### src/rtl/ripple_count_monitor_if.sv
// Bundle between the ripple counter monitor and its downstream consumer.
// The monitor drives status; the consumer side supplies raw q_in and clr.
interface ripple_count_monitor_if #(
  parameter int WIDTH      = 3,
  parameter int WRAP_CNT_W = 8
);
  logic [WIDTH-1:0]      q_in;
  logic                  clr;
  logic [WIDTH-1:0]      count_out;
  logic                  valid;
  logic                  step_pulse;
  logic                  wrap_pulse;
  logic [WRAP_CNT_W-1:0] wrap_count;
  logic                  err_pulse;
  logic                  step_err;

  modport slave (
    input  q_in, clr,
    output count_out, valid, step_pulse, wrap_pulse,
    output wrap_count, err_pulse, step_err
  );

  modport master (
    output q_in, clr,
    input  count_out, valid, step_pulse, wrap_pulse,
    input  wrap_count, err_pulse, step_err
  );
endinterface

### src/rtl/ripple_count_monitor.sv
// Synchronises and deglitches an async ripple down counter, then checks
// every accepted value for a legal single down-step and counts wraps.
module ripple_count_monitor #(
  parameter int WIDTH         = 3,
  parameter int STABLE_CYCLES = 2,
  parameter int WRAP_CNT_W    = 8
) (
  input logic                   clk,
  input logic                   rst,
  ripple_count_monitor_if.slave mon
);
  localparam logic [0:0] INIT  = 1'b0;
  localparam logic [0:0] TRACK = 1'b1;

  localparam logic [3:0] SC = 4'(STABLE_CYCLES);
  localparam logic [WIDTH-1:0] ONE = WIDTH'(1);
  localparam logic [WRAP_CNT_W-1:0] WC_MAX = '1;
  localparam logic [WRAP_CNT_W-1:0] WC_ONE = WRAP_CNT_W'(1);

  logic [0:0]            state;
  logic [WIDTH-1:0]      s1;
  logic [WIDTH-1:0]      s2;
  logic [WIDTH-1:0]      cand;
  logic [3:0]            stab;
  logic [3:0]            stab_nxt;
  logic [1:0]            warm;
  logic                  acc;

  logic [WIDTH-1:0]      count_q;
  logic                  valid_q;
  logic                  step_q;
  logic                  wrap_q;
  logic                  errp_q;
  logic [WRAP_CNT_W-1:0] wc_q;
  logic [WRAP_CNT_W-1:0] wc_base;
  logic [WRAP_CNT_W-1:0] wc_nxt;
  logic                  step_err_q;
  logic                  err_nxt;

  logic [WIDTH-1:0]      dec;
  logic                  moved;
  logic                  ev_step;
  logic                  ev_wrap;
  logic                  ev_err;

  // Accept exactly once, on the edge the run length reaches the threshold.
  always_comb begin
    stab_nxt = stab;
    acc      = 1'b0;
    if (warm == 2'd0) begin
      if (s2 != cand) begin
        stab_nxt = 4'd1;
      end else if (stab != SC) begin
        stab_nxt = stab + 4'd1;
      end
      acc = (stab_nxt == SC) &&
            ((stab != SC) || (s2 != cand));
    end
  end

  assign dec     = count_q - ONE;
  assign moved   = acc && (state == TRACK) &&
                   (s2 != count_q);
  assign ev_step = moved && (s2 == dec);
  assign ev_wrap = ev_step && (count_q == '0);
  assign ev_err  = moved && (s2 != dec);

  // clr lands first so a same-cycle event still counts.
  always_comb begin
    wc_base = mon.clr ? '0 : wc_q;
    wc_nxt  = wc_base;
    if (ev_wrap && (wc_base != WC_MAX)) begin
      wc_nxt = wc_base + WC_ONE;
    end
    err_nxt = (step_err_q & ~mon.clr) | ev_err;
  end

  always_ff @(posedge clk) begin
    if (rst) begin
      state      <= INIT;
      s1         <= '0;
      s2         <= '0;
      cand       <= '0;
      stab       <= '0;
      warm       <= 2'd2;
      count_q    <= '0;
      valid_q    <= 1'b0;
      step_q     <= 1'b0;
      wrap_q     <= 1'b0;
      errp_q     <= 1'b0;
      wc_q       <= '0;
      step_err_q <= 1'b0;
    end else begin
      s1 <= mon.q_in;
      s2 <= s1;
      if (warm != 2'd0) begin
        warm <= warm - 2'd1;
      end else begin
        cand <= s2;
        stab <= stab_nxt;
      end
      step_q     <= ev_step;
      wrap_q     <= ev_wrap;
      errp_q     <= ev_err;
      wc_q       <= wc_nxt;
      step_err_q <= err_nxt;
      if (acc) begin
        count_q <= s2;
        if (state == INIT) begin
          valid_q <= 1'b1;
          state   <= TRACK;
        end
      end
    end
  end

  assign mon.count_out  = count_q;
  assign mon.valid      = valid_q;
  assign mon.step_pulse = step_q;
  assign mon.wrap_pulse = wrap_q;
  assign mon.wrap_count = wc_q;
  assign mon.err_pulse  = errp_q;
  assign mon.step_err   = step_err_q;
endmodule

### src/flat_wrapper.sv
// flat-port wrapper written by rule: the top's interface ports become plain ports
module ripple_count_monitor_flat 
#(
  parameter int WIDTH         = 3,
  parameter int STABLE_CYCLES = 2,
  parameter int WRAP_CNT_W    = 8
)
  (clk, rst, mon_q_in, mon_clr, mon_count_out, mon_valid, mon_step_pulse, mon_wrap_pulse, mon_wrap_count, mon_err_pulse, mon_step_err);
  ripple_count_monitor_if #(.WIDTH(WIDTH), .WRAP_CNT_W(WRAP_CNT_W)) mon_i ();
  input logic clk;
  input logic rst;
  input wire logic [$bits(mon_i.q_in)-1:0] mon_q_in;
  input wire logic [$bits(mon_i.clr)-1:0] mon_clr;
  output wire logic [$bits(mon_i.count_out)-1:0] mon_count_out;
  output wire logic [$bits(mon_i.valid)-1:0] mon_valid;
  output wire logic [$bits(mon_i.step_pulse)-1:0] mon_step_pulse;
  output wire logic [$bits(mon_i.wrap_pulse)-1:0] mon_wrap_pulse;
  output wire logic [$bits(mon_i.wrap_count)-1:0] mon_wrap_count;
  output wire logic [$bits(mon_i.err_pulse)-1:0] mon_err_pulse;
  output wire logic [$bits(mon_i.step_err)-1:0] mon_step_err;
  assign mon_i.q_in = mon_q_in;
  assign mon_i.clr = mon_clr;
  assign mon_count_out = mon_i.count_out;
  assign mon_valid = mon_i.valid;
  assign mon_step_pulse = mon_i.step_pulse;
  assign mon_wrap_pulse = mon_i.wrap_pulse;
  assign mon_wrap_count = mon_i.wrap_count;
  assign mon_err_pulse = mon_i.err_pulse;
  assign mon_step_err = mon_i.step_err;
  ripple_count_monitor #(.WIDTH(WIDTH), .STABLE_CYCLES(STABLE_CYCLES), .WRAP_CNT_W(WRAP_CNT_W)) u_core (.clk(clk), .rst(rst), .mon(mon_i));
endmodule
### config.mk
export PLATFORM = sky130hd
export DESIGN_NAME = ripple_count_monitor_flat
export DESIGN_NICKNAME = d
export VERILOG_FILES = /design/src/rtl/ripple_count_monitor_if.sv /design/src/rtl/ripple_count_monitor.sv /design/src/flat_wrapper.sv
export SDC_FILE = /design/constraint.sdc
export NUM_CORES = 1
export LEC_CHECK = 0
export ABC_AREA = 0
export CORE_MARGIN = 2
export CORE_UTILIZATION = 53
export DETAILED_ROUTE_END_ITERATION = 10
export PLACE_DENSITY = 0.82
export SKIP_CTS_REPAIR_TIMING = 1
export SYNTH_ARGS = -nofsm -noshare
export SYNTH_HDL_FRONTEND = slang
export SYNTH_SLANG_ARGS = --single-unit
### constraint.sdc
create_clock -name clk -period 3.5 [get_ports clk]
set_input_delay 0.35 -clock clk [delete_from_list [all_inputs] [get_ports clk]]
set_output_delay 0.35 -clock clk [all_outputs]
set_load 0.02 [all_outputs]
== Word-level counts from Yosys, hierarchy flattened ==
Cells that the tools add are included.
Word-level totals
  bits in registers: 32
  bits in latches: 0
  memory bits (writable): 0
  ROM bits: 0
  input bits: 6
  output and inout bits: 16
  word-level logic and storage cells: 48
  memories kept: 0
Cells by class
  $add $sub $neg: 4
  multipliers: 0
  divide/modulo/power cells: 0
  $lt $le $gt $ge: 0
  equality and inequality tests: 7
  shift-type cells: 0
  muxes and demuxes: 6
  bitwise operators: 5
  reduce and logical (&&, ||, !) cells: 13
Operator list (number)
  $mux W8: 2
  $mux W4: 3
  $ne A3 B3 Y1: 3
  $add A8 B1 Y8 const B: 1
  $ne A8 B8 Y1 const B: 1
  $logic_and A1 B1 Y1: 7
  $add A4 B1 Y4 const B: 1
  $eq A4 B2 Y1 const B: 1
  $ne A4 B2 Y1 const B: 1
  $reduce_and A2 Y1: 2
  $eq A3 B3 Y1: 1
  $logic_not A3 Y1: 1
  $not A1 Y1: 3
  $sub A3 B1 Y3 const B: 1
  $logic_not A2 Y1: 1
  $reduce_bool A2 Y1: 1
  $sub A2 B1 Y2 const B: 1
  $and A1 B1 Y1: 1
  $logic_or A1 B1 Y1: 1
  $mux W1: 1
  $or A1 B1 Y1: 1

== Longest topological paths before layout ==
Gate-level depths: netlist of the first run.
  depth after elaboration: 13
  gate-level depth with buffers: 8
  mapped depth without buffers: 7

== Worst setup path before layout of the first run ==
Ideal clock, no wire load.
  path type: flip-flop to flip-flop
  from: register u_core.count_q[0] (netlist: u_core.mon.count_out[0])
  to: register u_core.wc_q[2] (netlist: u_core.mon.wrap_count[2])
  library setup time: 0.070 ns
  arrival time: 2.550 ns
  data required time: 3.430 ns
  setup slack: 0.880 ns
  cell stages (with the launch flop): 9
  path buffers: 1
  period minus slack after synthesis: 2.620 ns
  cells stage by stage: dfxtp_1 -> inv_1 -> ha_1 -> xnor2_1 -> or4b_4 -> or4_1 -> clkbuf_2 -> or3_1 -> a21oi_1
On the way
  cells in the longest elaborated chain, start to end: 6
  elaborated cells on any way between the ends: 9
  classes of those cells: add/sub: 1; eq/ne: 2; mux: 1; reduce/logical: 5
Ends and longest elaborated chain
  start: declaration: line ripple_count_monitor.sv:29  | logic [WIDTH-1:0] count_q;
  start signal: assignment: line ripple_count_monitor.sv:86  | count_q <= '0;
  start signal: assignment: line ripple_count_monitor.sv:108  | count_q <= s2;
  $sub A3 B1 Y3 or $ne A3 B3 Y1 (tied branches): line ripple_count_monitor.sv:61, ripple_count_monitor.sv:63
  $eq A3 B3 Y1 or $logic_and A1 B1 Y1 (tied branches): line ripple_count_monitor.sv:64, ripple_count_monitor.sv:62
  $logic_and A1 B1 Y1: line ripple_count_monitor.sv:64  | assign ev_step = moved && (s2 == dec);
  $logic_and A1 B1 Y1 (*): line ripple_count_monitor.sv:65  | assign ev_wrap = ev_step && (count_q == '0);
  $logic_and A1 B1 Y1 (*): line ripple_count_monitor.sv:72  | if (ev_wrap && (wc_base != WC_MAX)) begin
  $mux W8 (*): line ripple_count_monitor.sv:72
  end signal: assignment: line ripple_count_monitor.sv:105  | wc_q <= wc_nxt;
  end: declaration: line ripple_count_monitor.sv:34  | logic [WRAP_CNT_W-1:0] wc_q;
Every way passes the cells marked *; elsewhere a longest branch is shown, timed or not.
A chain may end at the register's enable or synchronous reset.

== Final worst setup path of the first run ==
Ends and elaborated chain as after synthesis.

==> out/results.tsv, run 1 <==
stage	metric	value	unit
sta	WHS	0.453	ns
routing	WL per Instance	13.9	µm
clock_tree	Clock transition at path regs	0.10	ns
worst_setup_path	Worst R2R End	u_core.mon.wrap_count[2]	
worst_setup_path	worst endpoint required time	3.75	ns
floorplan	Chip Width	57.7	µm
grt	Overflow after GRT	0	
sta	achievable frequency	0.372	GHz
job	number of max-cap violations	0	
worst_setup_path	Crit path buffers/inverters	1	
floorplan	Die ar.	0.00333	mm²
floorplan	I/O pin count	22	
worst_setup_path	worst path arrival time	2.95	ns
yosys	post-synthesis average cell area	9.00	µm²
worst_setup_path	R2R Path Start	u_core.mon.count_out[0]	
yosys	Synth area leaders	dfxtp_1 (42%), mux2i_1 (6.5%), xnor2_1 (5.7%)	
final_layout	fill count	215	
yosys	Ys Warns	0	
routing	first drt pass iteration count	4	
floorplan	die height	57.7	µm
routing	total number of vias	1305	
worst_setup_path	CP Launch Type	flip-flop	
yosys	count leader, synth	dfxtp_1	
min_path	Min-Delay Endpoint	u_core.s2[2]	
final_layout	area of the multi-input gates	833	µm²
clock_tree	CTS tree	done	
routing	wirelength, routed	3.15	mm
final_layout	share of cells above drive strength 1	0.0821	
pwr	PwrDens	439	mW/mm²
yosys	synthesized net count	182	
grt	largest net degree at the start of global routing	19	
sta	Final Hold Viols	0	
worst_setup_path	critical path endpoint category	flip-flop	
min_path	Hold Crit Class	flip-flop to flip-flop	
pwr	Total Power	812	µW
pwr	Pleak	0.000687	µW
sta	unrepaired setup endpoints after global routing	false	
sta	min cycle time layout	2.69	ns
placed_design	number of buffers added on ports	21	
sta	Tcrit/Tclk final	0.769	
worst_setup_path	Max stage delay on crit path	0.61	ns
worst_setup_path	CP Cell Sequence	inv_1, ha_1, xnor2_1, or4b_4, or4_1, or3_1, a21oi_1	
yosys	Yosys top cell area share	0.419	
clock_tree	H-tree depth	2	
sta	final setup fails	0	
min_path	min-delay src	u_core.s1[2]	
routing	initial DRC count	59	
floorplan	Core Area	0.00276	mm²
worst_setup_path	WS Path Type	flip-flop to flip-flop	
worst_setup_path	CP max FO	7	
routing	DR DRC count	0	
run_status	outcome	finished, final reports clean	
yosys	Yosys reg bits	32	
final_layout	area occupied by registers	641	µm²
clock_tree	worst-skew pair later-pin latency	0.33	ns
sta	Final Skew	0.00536	ns
floorplan	number of cell rows	19	
final_layout	nets@finish	206	
grt	Tot GR Track Use	0.207	
clock_tree	CTS buffer count	5	
worst_setup_path	R2R depth	7	
yosys	Netlist Area Pre-Place	0.00153	mm²
clock_tree	Max Buffers Root-to-Sink	2	
routing	drt via density	5.77	
yosys	post-synth top area cell	dfxtp_1	
sta	slew margin rel.	0.552	
sta	setup TNS	0	ns
grt	vias in the first global route	1225	
pwr	Max rail drop VDD	389	µV
worst_setup_path	R2R Setup Slk	0.81	ns
yosys	Netlist cell types	41	
worst_setup_path	CP top delay family	simple AND/OR/NAND/NOR gates	
sta	Slew Limit Fails	0	
routing	Antenna Nets Post-Route	0	
clock_tree	CTS Sinks	32	
grt	initial antenna violation count	0	
placed_design	gpl congestion	0.819	
final_layout	ant diodes	0	
yosys	Async SR Flop Fraction	0	
yosys	sequential fraction of the synthesis area	0.419	
yosys	ys flop type	dfxtp_1	
worst_setup_path	Slowest-stage cell, CP	or4_1	
final_layout	area delta synth->final	20.8	%
floorplan	initial core utilization	0.555	
yosys	synth cell count leaders	dfxtp_1 (32), nor2_1 (19), nand2_1 (14)	
yosys	post-synthesis cell count	170	
min_path	WHS Path Cells	1	
clock_tree	Root Driver	clkbuf_4	
grt	global-route wire length before repair	5.31	mm
sta	worst-margin pin slew	0.669	ns
yosys	Post-synth EDFFs	0	
placed_design	HPWL Detailed	2.26	mm
cell families (layout without fill, tap and decap cells):
logic type / after synthesis / count (layout) / synth area share
AOI/OAI and AO/OA: 18 / 18 / 0.0859
xor gates and xnor gates: 11 / 11 / 0.0630
adders and majority gates: 6 / 6 / 0.0491
buffers and inverters: 14 / 39 / 0.0368
DFF: 32 / 32 / 0.419
muxes: 10 / 10 / 0.0654
and+or+nand+nor: 79 / 79 / 0.281
cells in the final DEF (no fill, tap or decap), types with 2 or more instances in the layout:
| cell | n |
|---|---|
| inv_1 | 7 |
| o21ai_0 | 2 |
| clkdlybuf4s50_1 | 21 |
| or4_1 | 2 |
| ha_1 | 6 |
| mux2i_1 | 10 |
| and3_1 | 2 |
| a21o_1 | 2 |
| buf_4 | 3 |
| xnor2_1 | 10 |
| nor2_1 | 19 |
| nand2_1 | 14 |
| clkbuf_4 | 5 |
| nand3_1 | 3 |
| nor2b_1 | 11 |
| nor3_1 | 5 |
| dfxtp_1 | 32 |
| a21oi_1 | 4 |
| or3_1 | 2 |
| o21a_1 | 2 |
| nand4_1 | 7 |
| nor4_1 | 3 |
| nand2b_1 | 2 |
how the worst max path moves through the flow:
stage / depth (start not counted) / from / slack (ns) / to
after global placement: 7 / u_core.mon.count_out[0] / 0.96 / u_core.mon.wrap_count[2]
after global routing: 7 / u_core.mon.count_out[1] / 0.70 / u_core.mon.wrap_count[2]
after CTS: 7 / u_core.mon.count_out[1] / 0.84 / u_core.mon.wrap_count[2]
final: 7 / u_core.mon.count_out[0] / 0.81 / u_core.mon.wrap_count[2]
after detailed placement: 7 / u_core.mon.count_out[0] / 0.90 / u_core.mon.wrap_count[2]
after floorplan: 8 / u_core.mon.count_out[0] / 0.88 / u_core.mon.wrap_count[2]
area by class of cell:
class,count,share of cell area
clock buffer,6,0.0223
sequential,32,0.347
timing repair buffer,24,0.126
inverter,7,0.0142
multi-input combinational,124,0.451
clock inverter,2,0.0190
tap,31,0.0210
through the flow:
stage                     setup WS, ns   util  instances  cell area [µm²]
after CTS                        0.840  0.670        226             1850
final                            0.809  0.670        226             1850
after global routing             0.699  0.670        226             1850
after detailed placement         0.901  0.642        218             1770
after floorplan                  0.880      -        170             1530
after global placement           0.958  0.642        218             1770
state kept, by name, summed over array words and instances (netlist names), 2 cells and up:
signal,cells
u_core.stab,4
u_core.warm,2
u_core.s1,3
u_core.cand,3
u_core.s2,3
u_core.mon.count_out,3
u_core.mon.wrap_count,8
per-layer routing:
metal | global-route usage | vias up | share of wire
met1 | 0.252 | 596 | 0.44
li1 | - | 641 | -
met3 | 0.0580 | 13 | 0.062
met2 | 0.334 | 55 | 0.48
met4 | 0.106 | 0 | 0.021
met5 | 0 | - | 0
power breakdown:
part | total [µW] | leakage (µW) | switching, µW | internal (µW)
registers | 404 | 0.000260 | 18.5 | 385
clock network | 272 | 0.0000422 | 122 | 150
logic | 136 | 0.000384 | 73.1 | 63.1
Power figures use the tool's default switching activity.
==> inputs of run 2 (changes only) <==
==> constraint.sdc (replaced) <==
create_clock -name clk -period 2.6 [get_ports clk]
set_input_delay 0.26 -clock clk [delete_from_list [all_inputs] [get_ports clk]]
set_output_delay 0.26 -clock clk [all_outputs]
set_load 0.02 [all_outputs]
==> run 2 against run 1 <==
Via count is 0.15% higher. Die area stayed put. Clock-buffer cell count stayed put. Setup slack worse by 0.72 ns. Flip-flop and latch count stayed put. Critical endpoint unchanged.
==> out/results.tsv, run 2 (synthesized netlist as in run 1, its figures left out) <==
stage	metric	value	unit
pwr	Pleak	0.000732	µW
final_layout	ant diodes	0	
worst_setup_path	worst path arrival time	2.80	ns
pwr	net switching power	296	µW
floorplan	Die ar.	0.00333	mm²
routing	wirelength, routed	3.12	mm
final_layout	nets@finish	213	
worst_setup_path	R2R depth	7	
floorplan	Chip Width	57.7	µm
pwr	Comb pwr share	0.199	
clock_tree	Max Buffers Root-to-Sink	2	
run_status	outcome	finished, final reports clean	
worst_setup_path	CP max FO	7	
sta	min cycle time layout	2.51	ns
floorplan	initial core utilization	0.555	
sta	setup ws final	0.0861	ns
placed_design	worst slack at placement	-0.00455	ns
clock_tree	CTS tree	done	
clock_tree	Root Driver	clkbuf_4	
final_layout	max reg flops	8	
placed_design	Placed Area	0.00181	mm²
routing	total number of vias	1307	
grt	largest net degree at the start of global routing	30	
pwr	Sw Ratio	0.285	
pwr	PwrDens	542	mW/mm²
grt	Tot GR Track Use	0.201	
routing	drt via density	5.61	
sta	Final Skew	0.0139	ns
routing	initial DRC count	22	
final_layout	area of the multi-input gates	860	µm²
placed_design	number of buffers added on ports	21	
min_path	min-delay src	u_core.s1[1]	
clock_tree	Clock transition at path regs	0.10	ns
placed_design	HPWL Detailed	2.24	mm
floorplan	number of cell rows	19	
worst_setup_path	CP Cell Sequence	inv_1, ha_1, xnor2_1, or4b_4, or4_4, or3_4, a21oi_2	
worst_setup_path	Slowest-stage cell, CP	or4_4	
pwr	clock share of power	0.287	
final_layout	area occupied by registers	644	µm²
min_path	Hold Crit Class	flip-flop to flip-flop	
grt	global-route wire length before repair	5.08	mm
final_layout	fill count	225	
routing	first drt pass iteration count	4	
placed_design	gpl congestion	0.817	
pwr	Max rail drop VDD	397	µV
routing	Antenna Nets Post-Route	0	
grt	Overflow after GRT	0	
sta	Final Hold Viols	0	
worst_setup_path	R2R Path Start	u_core.mon.count_out[0]	
final_layout	most frequent cells in the layout	dfxtp_1 (31), clkdlybuf4s50_1 (21), nor2_1 (19)	
floorplan	I/O pin count	22	
worst_setup_path	WS Path Type	flip-flop to flip-flop	
worst_setup_path	CP Launch Type	flip-flop	
min_path	WHS Path Cells	1	
sta	unrepaired setup endpoints after global routing	false	
worst_setup_path	Max stage delay on crit path	0.58	ns
worst_setup_path	R2R Setup Slk	0.09	ns
sta	worst-margin pin slew	0.649	ns
final_layout	commonest non-fill, non-tap cell in the layout	dfxtp_1	
worst_setup_path	Worst R2R End	u_core.mon.wrap_count[2]	
clock_tree	worst-skew pair later-pin latency	0.34	ns
final_layout	cell area after layout	0.00192	mm²
grt	vias in the first global route	1157	
clock_tree	H-tree depth	2	
grt	initial antenna violation count	0	
worst_setup_path	critical path endpoint category	flip-flop	
routing	DR DRC count	0	
routing	WL per Instance	13.4	µm
job	number of max-cap violations	0	
final_layout	share of cells above drive strength 1	0.149	
clock_tree	CTS Sinks	32	
clock_tree	CTS buffer count	5	
sta	Tcrit/Tclk final	0.967	
worst_setup_path	worst endpoint required time	2.89	ns
floorplan	die height	57.7	µm
floorplan	Core Area	0.00276	mm²
sta	Slew Limit Fails	0	
pwr	Power Internal	743	µW
sta	achievable frequency	0.398	GHz
sta	slew margin rel.	0.564	
sta	final setup fails	0	
min_path	Min-Delay Endpoint	u_core.s2[1]	
final_layout	area delta synth->final	25.2	%
pwr	power share of the sequential group	0.514	
## run 2: routing by layer
metal,part of all wire,GRT usage
met5,0,0
met3,0.045,0.0692
met2,0.48,0.308
met1,0.46,0.246
met4,0.022,0.113
## run 2: worst max-delay path by stage
stage                             from                       end  slack (ns)  depth (start not counted)
4_1_cts        u_core.mon.count_out[0]  u_core.mon.wrap_count[4]       -0.01                          7
3_3_place_gp   u_core.mon.count_out[0]  u_core.mon.wrap_count[3]        0.07                          7
5_1_grt        u_core.mon.count_out[0]  u_core.mon.wrap_count[2]        0.02                          7
6_report       u_core.mon.count_out[0]  u_core.mon.wrap_count[2]        0.09                          7
2_1_floorplan  u_core.mon.count_out[1]  u_core.mon.wrap_count[2]      0.0006                          8
3_5_place_dp   u_core.mon.count_out[0]  u_core.mon.wrap_count[4]      -0.005                          7
## run 2: final cells by class
| cell class | count | share of cell area |
|---|---|---|
| clock buffers | 6 | 0.0268 |
| clock inverters | 2 | 0.00523 |
| inverters | 7 | 0.0137 |
| multi-input cells | 124 | 0.449 |
| flip-flops and latches | 32 | 0.336 |
| well taps | 31 | 0.0202 |
| repair buffers | 31 | 0.149 |
## run 2: per-stage QoR
stage	instances	power, µW	utilization	TNS [ns]	hold WS, ns
finish	233	1040	0.695	0	0.453
detailed placement	223	750	0.657	-0.00737	0.434
global placement	223	738	0.657	0	0.418
floorplan	170	694	-	0	0.388
CTS	231	1050	0.679	-0.0252	0.459
global route	233	1100	0.695	0	0.463
## run 2: power by group through the flow
stage	Sequential (µW)	Combinational (µW)	Clock, µW
after floorplan	548	146	0
after global placement	544	194	0
after CTS	534	206	308
final	533	207	298
after detailed placement	545	205	0
after global routing	537	234	329
## run 2: critical path: cells and delay by family (launching register included)
kind            cells  cell delay [ns]
compound gates      1             0.12
xor+xnor            1             0.14
fa+ha+maj           1             0.30
buf+inv             1             0.06
flops               1             0.38
simple gates        3             1.48
